[config.mk]
export PLATFORM = sky130hd
export DESIGN_NAME = guitar_note_gen
export DESIGN_NICKNAME = d
export VERILOG_FILES = /design/src/rtl/guitar_note_gen.sv
export SDC_FILE = /design/constraint.sdc
export NUM_CORES = 1
export LEC_CHECK = 0
export BUFFER_PORTS_ARGS = -buffer_cell sky130_fd_sc_hd__buf_2
export CORE_MARGIN = 2
export CORE_UTILIZATION = 50
export CTS_BUF_LIST = sky130_fd_sc_hd__clkbuf_16
export CTS_CLUSTER_DIAMETER = 30
export CTS_CLUSTER_SIZE = 40
export DETAILED_ROUTE_END_ITERATION = 7
export PLACE_DENSITY_LB_ADDON = 0.15
export REMOVE_ABC_BUFFERS = 1
export SLEW_MARGIN = 30
export SYNTH_ARGS = -nofsm -noshare
export SYNTH_HDL_FRONTEND = slang
export SYNTH_SLANG_ARGS = --single-unit
[constraint.sdc]
create_clock -name clk -period 8.09 [get_ports clk]
set_input_delay 0 -clock clk [delete_from_list [all_inputs] [get_ports clk]]
set_output_delay 0 -clock clk [all_outputs]
set_load 0.05 [all_outputs]
[src/rtl/guitar_note_gen.sv]
// guitar_note_gen: phase-accumulator oscillator with ADSR envelope.
// Define NOTE_GEN_SQUARE_EN for a square wave instead of a sawtooth.
module guitar_note_gen #(
   parameter int SAMPLE_DIV   = 1134,
   parameter int ATTACK_STEP  = 8,
   parameter int DECAY_STEP   = 1,
   parameter int SUSTAIN_LVL  = 160,
   parameter int RELEASE_STEP = 2
) (
   input  logic        clk,
   input  logic        rst,
   input  logic        note_on,
   input  logic        note_off,
   input  logic [23:0] phase_inc,
   output logic [15:0] sample_out,
   output logic        sample_valid,
   output logic        busy
);

   localparam int CW = (SAMPLE_DIV > 2) ? $clog2(SAMPLE_DIV) : 1;
   localparam logic [CW-1:0] CNT_MAX = CW'(SAMPLE_DIV - 1);
   localparam logic [8:0] ATK9 = 9'(ATTACK_STEP);
   localparam logic [8:0] DEC9 = 9'(DECAY_STEP);
   localparam logic [8:0] SUS9 = 9'(SUSTAIN_LVL);
   localparam logic [8:0] REL9 = 9'(RELEASE_STEP);

   typedef enum logic [2:0] {
      IDLE,
      ATTACK,
      DECAY,
      SUSTAIN,
      RELEASE
   } state_t;

   state_t        state_q, state_d;
   logic [CW-1:0] cnt_q, cnt_d;
   logic [23:0]   phase_q, phase_d;
   logic [23:0]   inc_q, inc_d;
   logic [7:0]    env_q, env_d;
   logic [15:0]   sample_q, sample_d;
   logic          valid_q, valid_d;
   logic          busy_q, busy_d;

   logic          tick;
   logic [15:0]   wave;
   logic [23:0]   prod;
   logic [8:0]    sum9;
   logic [8:0]    dif_dec9;
   logic [8:0]    dif_rel9;

   // Oscillator shape and amplitude scaling of the current (pre-update) state
   always_comb begin
      tick = (cnt_q == CNT_MAX);
`ifdef NOTE_GEN_SQUARE_EN
      wave = phase_q[23] ? 16'hFFFF : 16'h0000;
`else
      wave = phase_q[23:8];
`endif
      prod     = 24'(wave) * 24'(env_q);
      sum9     = {1'b0, env_q} + ATK9;
      dif_dec9 = {1'b0, env_q} - DEC9;
      dif_rel9 = {1'b0, env_q} - REL9;
   end

   // Next-state: tick counter, envelope step, phase, then note events on top
   always_comb begin
      cnt_d    = tick ? '0 : cnt_q + CW'(1);
      state_d  = state_q;
      env_d    = env_q;
      phase_d  = phase_q;
      inc_d    = inc_q;
      sample_d = sample_q;
      valid_d  = tick;

      if (tick) begin
         sample_d = 16'(prod >> 8);
         phase_d  = phase_q + inc_q;
         unique case (state_q)
            IDLE: env_d = 8'd0;
            ATTACK: begin
               if (sum9 >= 9'd255) begin
                  env_d   = 8'd255;
                  state_d = DECAY;
               end else begin
                  env_d = sum9[7:0];
               end
            end
            DECAY: begin
               if (dif_dec9[8] || dif_dec9 <= SUS9) begin
                  env_d   = SUS9[7:0];
                  state_d = SUSTAIN;
               end else begin
                  env_d = dif_dec9[7:0];
               end
            end
            SUSTAIN: env_d = env_q;
            RELEASE: begin
               if (dif_rel9[8] || dif_rel9 == 9'd0) begin
                  env_d   = 8'd0;
                  state_d = IDLE;
               end else begin
                  env_d = dif_rel9[7:0];
               end
            end
            default: state_d = IDLE;
         endcase
      end

      // Events override the tick's state change; env keeps the old-state step
      if (note_on) begin
         state_d = ATTACK;
         phase_d = 24'd0;
         inc_d   = phase_inc;
      end else if (note_off &&
                   (state_q == ATTACK || state_q == DECAY ||
                    state_q == SUSTAIN)) begin
         state_d = RELEASE;
      end

      busy_d = (state_d != IDLE);
   end

   // State and output registers with synchronous reset
   always_ff @(posedge clk) begin
      if (rst) begin
         state_q  <= IDLE;
         cnt_q    <= '0;
         phase_q  <= 24'd0;
         inc_q    <= 24'd0;
         env_q    <= 8'd0;
         sample_q <= 16'd0;
         valid_q  <= 1'b0;
         busy_q   <= 1'b0;
      end else begin
         state_q  <= state_d;
         cnt_q    <= cnt_d;
         phase_q  <= phase_d;
         inc_q    <= inc_d;
         env_q    <= env_d;
         sample_q <= sample_d;
         valid_q  <= valid_d;
         busy_q   <= busy_d;
      end
   end

   assign sample_out   = sample_q;
   assign sample_valid = valid_q;
   assign busy         = busy_q;

endmodule

# --- Word level (Yosys, flattened, before mapping) ---
# Index checks and enable logic that the tools add are counted.
# W data, S select, Z words.
classes:
  add_sub_neg: 5
  mul: 1
  div_mod_pow: 0
  order_cmp: 2
  eq_ne: 5
  shift: 0
  n_mux: 11
  n_bitwise: 0
  reduce_logical: 13
op_table:
  columns: ["cell", "n"]
  rows:
  - ["$pmux W8 S4", 1]
  - ["$add A24 B24 Y24", 1]
  - ["$mul A16 B8 Y24", 1]
  - ["$mux W8", 3]
  - ["$mux W3", 6]
  - ["$pmux W3 S4", 1]
  - ["$add A11 B1 Y11 const B", 1]
  - ["$eq A11 B11 Y1 const B", 1]
  - ["$add A8 B4 Y9 const B", 1]
  - ["$ge A9 B8 Y1 const B", 1]
  - ["$le A9 B8 Y1 const B", 1]
  - ["$logic_not A9 Y1", 1]
  - ["$sub A8 B1 Y9 const B", 1]
  - ["$sub A8 B2 Y9 const B", 1]
  - ["$eq A3 B2 Y1 const B", 2]
  - ["$reduce_or A2 Y1", 3]
  - ["$logic_or A1 B1 Y1", 4]
  - ["$reduce_bool A4 Y1", 1]
  - ["$eq A3 B1 Y1 const B", 1]
  - ["$eq A3 B3 Y1 const B", 1]
  - ["$logic_not A3 Y1", 1]
  - ["$reduce_bool A3 Y1", 1]
  - ["$reduce_and A2 Y1", 1]
  - ["$logic_and A1 B1 Y1", 1]
word_totals:
  reg_bits: 88
  latchBits: 0
  mem_bits_rw: 0
  mem_bits_ro: 0
  inputBits: 28
  output_inout_bits: 18
  word_cells: 45
  memories: 0

# --- Longest topological paths before layout ---
# Gate-level depths: netlist of run 1.
depth:
  ltp_word: 9
  depth_mapped: 21
  depth_no_buf: 18

# --- Least setup slack after synthesis of run 1 ---
# OpenSTA, ideal clock, no wires.
synth_timing:
  path_type: "reg-to-reg"
  start: "register env_q[5]"
  end: "register sample_q[15], in the netlist sample_out[15]"
  t_arrival_ps: 5304
  required_ps: 7974
  setup_slack_ps: 2670
  path_stages_with_launch: 20
  path_buffers: 3
  period_less_slack_ps: 5420
  cell_sequence: "dfxtp_1 > clkbuf_1 > buf_1 > clkbuf_1 > and2_1 > fa_1 > fa_1 > fa_1 > inv_1 > fa_1 > inv_1 > ha_1 > and4_1 > a31o_1 > a21oi_1 > o22ai_1 > a311o_1 > a21oi_2 > o22ai_1 > a31o_1"
synth_via:
  elab_chain_len: 1
synth_rtl:
  columns: ["item", "line_no", "rtl"]
  rows:
  - ["from (decl)", "39", "logic [7:0] env_q, env_d;"]
  - ["from (signal assigned)", "139", "env_q <= env_d;"]
  - ["$mul A16 B8 Y24", "59", "prod = 24'(wave) * 24'(env_q);"]
  - ["to (signal assigned)", "140", "sample_q <= sample_d;"]
  - ["to (decl)", "40", "logic [15:0] sample_q, sample_d;"]
# No other way between the ends.
# A chain may end at the register's enable or synchronous reset.

# --- Worst setup path in the final report of run 1 ---
layout_timing:
  start: "register env_q[6]"
  end: "register sample_q[15], in the netlist sample_out[15]"
# The elaborated chain is that of the path after synthesis.

==> flow_metrics.py, run 1 <==
metrics = {
    "run_status": {
        "status": "finished clean",
    },
    "synth": {
        "synth_seq_cells": 88,
        "ys.flop_type": "dfxtp_1",
        "ys_warn_count": 0,
        "synth_edf_count": 0,
        "synth_area_per_cell_sq_um": 8.479,
        "synthCells": 1034,
        "yosysSeqAreaShare": 0.2009,
        "synth_area_sq_mm": 0.008767,
        "synth-async-reset-ratio": 0,
        "netlist-cell-type-count": 70,
    },
    "global_route": {
        "grt_pass1_vias": 6854,
        "grt_pass1_wl_microns": 33520,
        "grt_max_degree": 45,
        "antenna_found_initial": 0,
        "track_usage": 0.2273,
        "overflow": 0,
    },
    "clock_tree": {
        "tritoncts": "built",
        "cts_sinks": 88,
        "clkTransAtPathRegs_ps": 80,
        "numCtsBuffers": 9,
        "cts_hold_buffers": 24,
        "root_buffer": "clkbuf_16",
        "ctsResizeCount": 0,
        "clock_latency_ps": 360,
        "clockBufferDepth": 2,
        "post_cts_buffers": 0,
        "cts_max_level": 3,
    },
    "sta": {
        "setup_slack_ps": 2591,
        "fin_crit_sh": 0.6798,
        "setup_viol": 0,
        "min_period_ps": 5499,
        "hold_viol": 0,
        "slew_violations": 0,
        "fmax_ghz": 0.1818,
        "maxSlewHeadroom": 0.3754,
        "setup-tns-final_ps": 0,
        "worst_pin_slew_ps": 935.6,
        "clock_skew_ps": 11.48,
        "rsz0062_at_grt": "false",
    },
    "setup_path": {
        "cp-start-kind": "flip-flop",
        "worst-path-max-fanout": 29,
        "max_stage_delay_ps": 940,
        "worstPathRequired_ps": 8350,
        "crit_top_cell": "fa_1",
        "path_cells": "and2_1 > fa_1 > fa_1 > fa_1 > inv_1 > fa_1 > inv_1 > ha_1 > a21oi_1 > a31oi_1 > a31oi_2 > o22ai_1 > a311o_1 > a21oi_2 > o22ai_1 > a31o_1",
        "cp_top_family": "adder cells",
        "crit_path_end_kind": "flip-flop",
        "crit_type": "reg2reg",
        "crit_arrival_ps": 5760,
        "path_buf_inv": 2,
        "rrSetupSlack_ps": 2590,
        "cp_slowest_cell": "dfxtp_1",
    },
    "finish": {
        "n_antenna_cell": 0,
        "drive_gt1_frac": 0.07414,
        "n_fill_cell": 1567,
        "area_growth_pct": 10.46,
        "multi_input_area_sq_mm": 0.006404,
        "fin_nets": 1262,
        "area.sequential_sq_mm": 0.001764,
    },
    "placed_design": {
        "pre_cts_ws_ps": 2494,
        "port_buffers": 45,
        "place_hpwl_microns": 14640,
        "place.gp.congestion": 0.9242,
    },
    "floorplan": {
        "dieArea_sq_mm": 0.01861,
        "fp-row-count": 48,
        "io_pins": 46,
        "start_util": 0.5086,
        "coreArea_sq_mm": 0.01724,
        "die_w_microns": 136.4,
        "die_h_microns": 136.4,
    },
    "drt": {
        "drtIter0Drc": 420,
        "viasPerCell": 5.436,
        "wire_per_inst_microns": 15.54,
        "ant_nets": 0,
        "routed_wl_microns": 20260,
        "drt_pass1_iterations": 5,
        "via_count": 7089,
        "drc": 0,
    },
    "pwr": {
        "p_leak_nw": 4.576,
        "pwr_density_cell_mw_per_mm2": 99.68,
        "peakVddDrop_uv": 112.9,
    },
    "min_path": {
        "hold_class": "in2reg",
    },
    "run": {
        "cap_violations": 0,
    },
}
[tightest hold or removal path: cells and delay by family]
family	cells	cell delay, ps
buffers and inverters	1	70
AO/OA/AOI/OAI	1	200
AND/OR/NAND/NOR	2	150
[layout by cell type, fill, tap and decap left out, drive strengths merged, types with 18 or more instances in the layout]
master / count
a21oi: 69
and2: 107
buf: 50
dfxtp: 88
dlygate4sd3: 24
fa: 84
ha: 76
inv: 117
mux2i: 24
nand2: 83
nand3: 22
nor2: 71
o21ai: 49
xnor2: 22
xor2: 18
[stage by stage]
step | hold WS (ps) | std cells | utilization | cell area (sq um) | power (mW)
finish | 115.8 | 1304 | 0.5618 | 9684 | 0.9654
global route | 176.6 | 1304 | 0.5618 | 9684 | 1.000
global placement | 232.9 | 1264 | 0.5301 | 9138 | 0.5212
CTS | 112.8 | 1304 | 0.5617 | 9682 | 0.9751
floorplan | 69.07 | 989 | - | 8593 | 0.4972
detailed placement | 242.4 | 1264 | 0.5301 | 9138 | 0.5220
[kinds of logic (layout without fill, tap and decap cells)]
group | after synthesis | after routing | synth area share
mux | 24 | 24 | 0.02740
simple gates | 356 | 356 | 0.2109
buf+inv | 159 | 204 | 0.06865
compound gates | 207 | 207 | 0.1519
fa+ha+maj | 160 | 160 | 0.3003
flops | 88 | 88 | 0.2009
xor+xnor | 40 | 40 | 0.03996
[synth_stat cells, drive strengths merged (8+ instances only)]
cell type,number,area [sq um]
a211oi,8,60.06
a21o,11,82.58
a21oi,69,349.1
a31oi,10,68.81
and2,107,669.4
and3,9,56.30
buf,17,68.82
clkbuf,28,105.1
dfxtp,88,1762
fa,84,1682
ha,76,950.9
inv,114,427.9
mux2i,24,240.2
nand2,83,311.6
nand2b,12,75.07
nand3,22,110.1
nand4,9,56.30
nor2,71,266.5
nor3,10,61.31
o21ai,49,252.8
xnor2,22,192.7
xor2,18,157.7
[registers in the layout (all words and copies together), names as in the netlist]
name and cells:
busy 1, cnt_q 11, env_q 8, inc_q 24, phase_q 24, sample_out 16, sample_valid 1, state_q 3
[per-layer routing]
layer	routed length, microns	vias up	GRT usage
met3	620	15	0.02088
met5	0	-	0
li1	-	3552	-
met2	9577	122	0.3900
met4	238	0	0.06019
met1	9827	3400	0.3077
[worst paths after layout]
path                                from  cells past startpoint                          end
max                env_q[6]$_SDFFE_PP0P_                     16  sample_out[15]$_SDFFE_PP0P_
min                             note_off                      4        state_q[1]$_SDFF_PP0_
max reg2reg        env_q[6]$_SDFFE_PP0P_                     16  sample_out[15]$_SDFFE_PP0P_
min reg2reg  sample_out[11]$_SDFFE_PP0P_                      2  sample_out[11]$_SDFFE_PP0P_
[final cells by class]
cell class,count,share of cell area
clock inverter,7,0.008140
timing repair buffer,74,0.05194
multi-input combinational,787,0.6612
tap,225,0.02907
sequential,88,0.1822
clock buffer,9,0.02326
inverter,114,0.04419
[power breakdown]
group | internal (mW) | switching, mW | total (mW)
registers | 0.442 | 0.00695 | 0.449
logic | 0.0333 | 0.0387 | 0.0719
clock network | 0.243 | 0.201 | 0.444
total | 0.719 | 0.247 | 0.965
(Power assumes the default switching activity.)
==> run 2: changes to the inputs <==
==> constraint.sdc (replaced) <==
create_clock -name clk -period 4.9 [get_ports clk]
set_input_delay 0 -clock clk [delete_from_list [all_inputs] [get_ports clk]]
set_output_delay 0 -clock clk [all_outputs]
set_load 0.05 [all_outputs]
==> flow_metrics.py, run 2 (synthesized netlist as in run 1, its figures left out) <==
metrics = {
    "drt": {
        "routed_wl_microns": 20670,
        "via_count": 7311,
        "wire_per_inst_microns": 15.28,
        "drtIter0Drc": 261,
        "ant_nets": 0,
        "drc": 0,
        "viasPerCell": 5.404,
        "drt_pass1_iterations": 5,
    },
    "global_route": {
        "grt_pass1_wl_microns": 34360,
        "grt_max_degree": 32,
        "overflow": 0,
        "grt_pass1_vias": 7060,
        "antenna_found_initial": 0,
        "track_usage": 0.2303,
    },
    "clock_tree": {
        "tritoncts": "built",
        "clock_latency_ps": 360,
        "cts_max_level": 3,
        "root_buffer": "clkbuf_16",
        "clockBufferDepth": 2,
        "cts_sinks": 88,
        "clkTransAtPathRegs_ps": 70,
        "numCtsBuffers": 9,
    },
    "min_path": {
        "hold_class": "in2reg",
        "hold_path_depth": 2,
        "hp-start": "rst",
        "min_to": "inc_q[10]$_SDFFE_PP0P_",
    },
    "setup_path": {
        "reg2reg_from": "phase_q[13]$_SDFFE_PP0P_",
        "rrSetupSlack_ps": 150,
        "timing.rr.end": "sample_out[8]$_SDFFE_PP0P_",
        "worst-path-max-fanout": 6,
        "reg2reg_depth": 17,
        "cp-start-kind": "flip-flop",
        "crit_arrival_ps": 5010,
        "crit_type": "reg2reg",
        "worstPathRequired_ps": 5160,
        "crit_path_end_kind": "flip-flop",
    },
    "finish": {
        "n_antenna_cell": 0,
        "area_growth_pct": 16.38,
        "mostFrequentLayoutCells": "inv_1 (114), and2_1 (106), nand2_1 (83)",
        "stdcell_count": 1353,
        "drive_gt1_frac": 0.1427,
        "final_common_cell": "inv_1",
        "fin_nets": 1311,
    },
    "placed_design": {
        "dp_cells": 1309,
        "place.gp.congestion": 0.8675,
        "port_buffers": 45,
        "pre_cts_ws_ps": -123.5,
        "place_hpwl_microns": 15680,
    },
    "sta": {
        "slew_violations": 0,
        "maxSlewHeadroom": 0.4335,
        "clock_skew_ps": 10.24,
        "fmax_ghz": 0.2106,
        "worst_pin_slew_ps": 849.7,
        "whs_ps": 91.88,
        "min_period_ps": 4748,
        "setup_slack_ps": 151.6,
        "setup_viol": 0,
        "hold_viol": 0,
        "fin_crit_sh": 0.9691,
        "rsz0062_at_grt": "true",
    },
    "pwr": {
        "pwr_density_cell_mw_per_mm2": 155.3,
        "peakVddDrop_uv": 169.0,
        "p_leak_nw": 4.830,
    },
    "run_status": {
        "status": "finished clean",
    },
    "floorplan": {
        "coreArea_sq_mm": 0.01724,
        "start_util": 0.5086,
        "dieArea_sq_mm": 0.01861,
        "die_h_microns": 136.4,
        "io_pins": 46,
        "fp-row-count": 48,
        "die_w_microns": 136.4,
    },
    "run": {
        "cap_violations": 0,
    },
}
[run 2: worst max-delay path by stage]
stage                        startpoint                           to  slack (ps)
2_1_floorplan     env_q[5]$_SDFFE_PP0P_  sample_out[14]$_SDFFE_PP0P_        -160
3_3_place_gp      env_q[6]$_SDFFE_PP0P_  sample_out[13]$_SDFFE_PP0P_         -30
3_5_place_dp      env_q[6]$_SDFFE_PP0P_  sample_out[13]$_SDFFE_PP0P_        -120
4_1_cts        phase_q[17]$_SDFFE_PP0P_  sample_out[13]$_SDFFE_PP0P_          10
5_1_grt        phase_q[16]$_SDFFE_PP0P_   sample_out[8]$_SDFFE_PP0P_         -30
6_report       phase_q[13]$_SDFFE_PP0P_   sample_out[8]$_SDFFE_PP0P_         150
[run 2: cell type report]
class	instances	area, sq um
Sequential cell	88	1792
Timing Repair Buffer	123	890.9
Fill cell	1543	7033
Tap cell	225	281.5
Inverter	114	427.9
Clock buffer	9	225.2
Clock inverter	7	71.32
Multi-Input combinational cell	787	6515
[run 2: worst max-delay path: stages (launching register included)]
cell and delay [ps]:
dfxtp_2 350, buf_4 160, and2_1 150, fa_1 580, fa_1 450, fa_1 540, inv_1 50, fa_1 530
inv_1 70, ha_4 240, nand4_1 110, a31oi_2 130, a31oi_4 210, buf_4 150, nand2b_1 60, o311a_1 310
or3_1 310, a32o_1 240
[run 2: stage by stage]
step                utilization  TNS, ps  cell area [sq um]  power (mW)
finish                   0.5920        0              10200       1.585
global route             0.5920   -57.72              10200       1.633
CTS                      0.5825        0              10040       1.603
detailed placement       0.5505   -332.3               9488      0.8627
global placement         0.5505   -50.91               9488      0.8608
floorplan                     -   -477.1               8593      0.8208
[run 2: what timing repair did]
action	in CTS	in global routing
hold endpoints to repair	24	0
hold buffers	24	0
pin swaps	0	10
buffers inserted	1	3
setup endpoints to repair	5	7
resized for setup	6	37
[run 2: metal layers]
metal,GRT usage,routed length [microns],vias up
met1,0.3288,10180,3487
li1,-,-,3662
met3,0.02498,726,20
met5,0,0,-
met4,0.06019,289,0
met2,0.3724,9475,142
[run 2: where the power goes]
group / switching, mW / internal (mW)
combinational: 0.0644 / 0.0548
clock: 0.328 / 0.398
sequential: 0.0120 / 0.728
total: 0.404 / 1.18
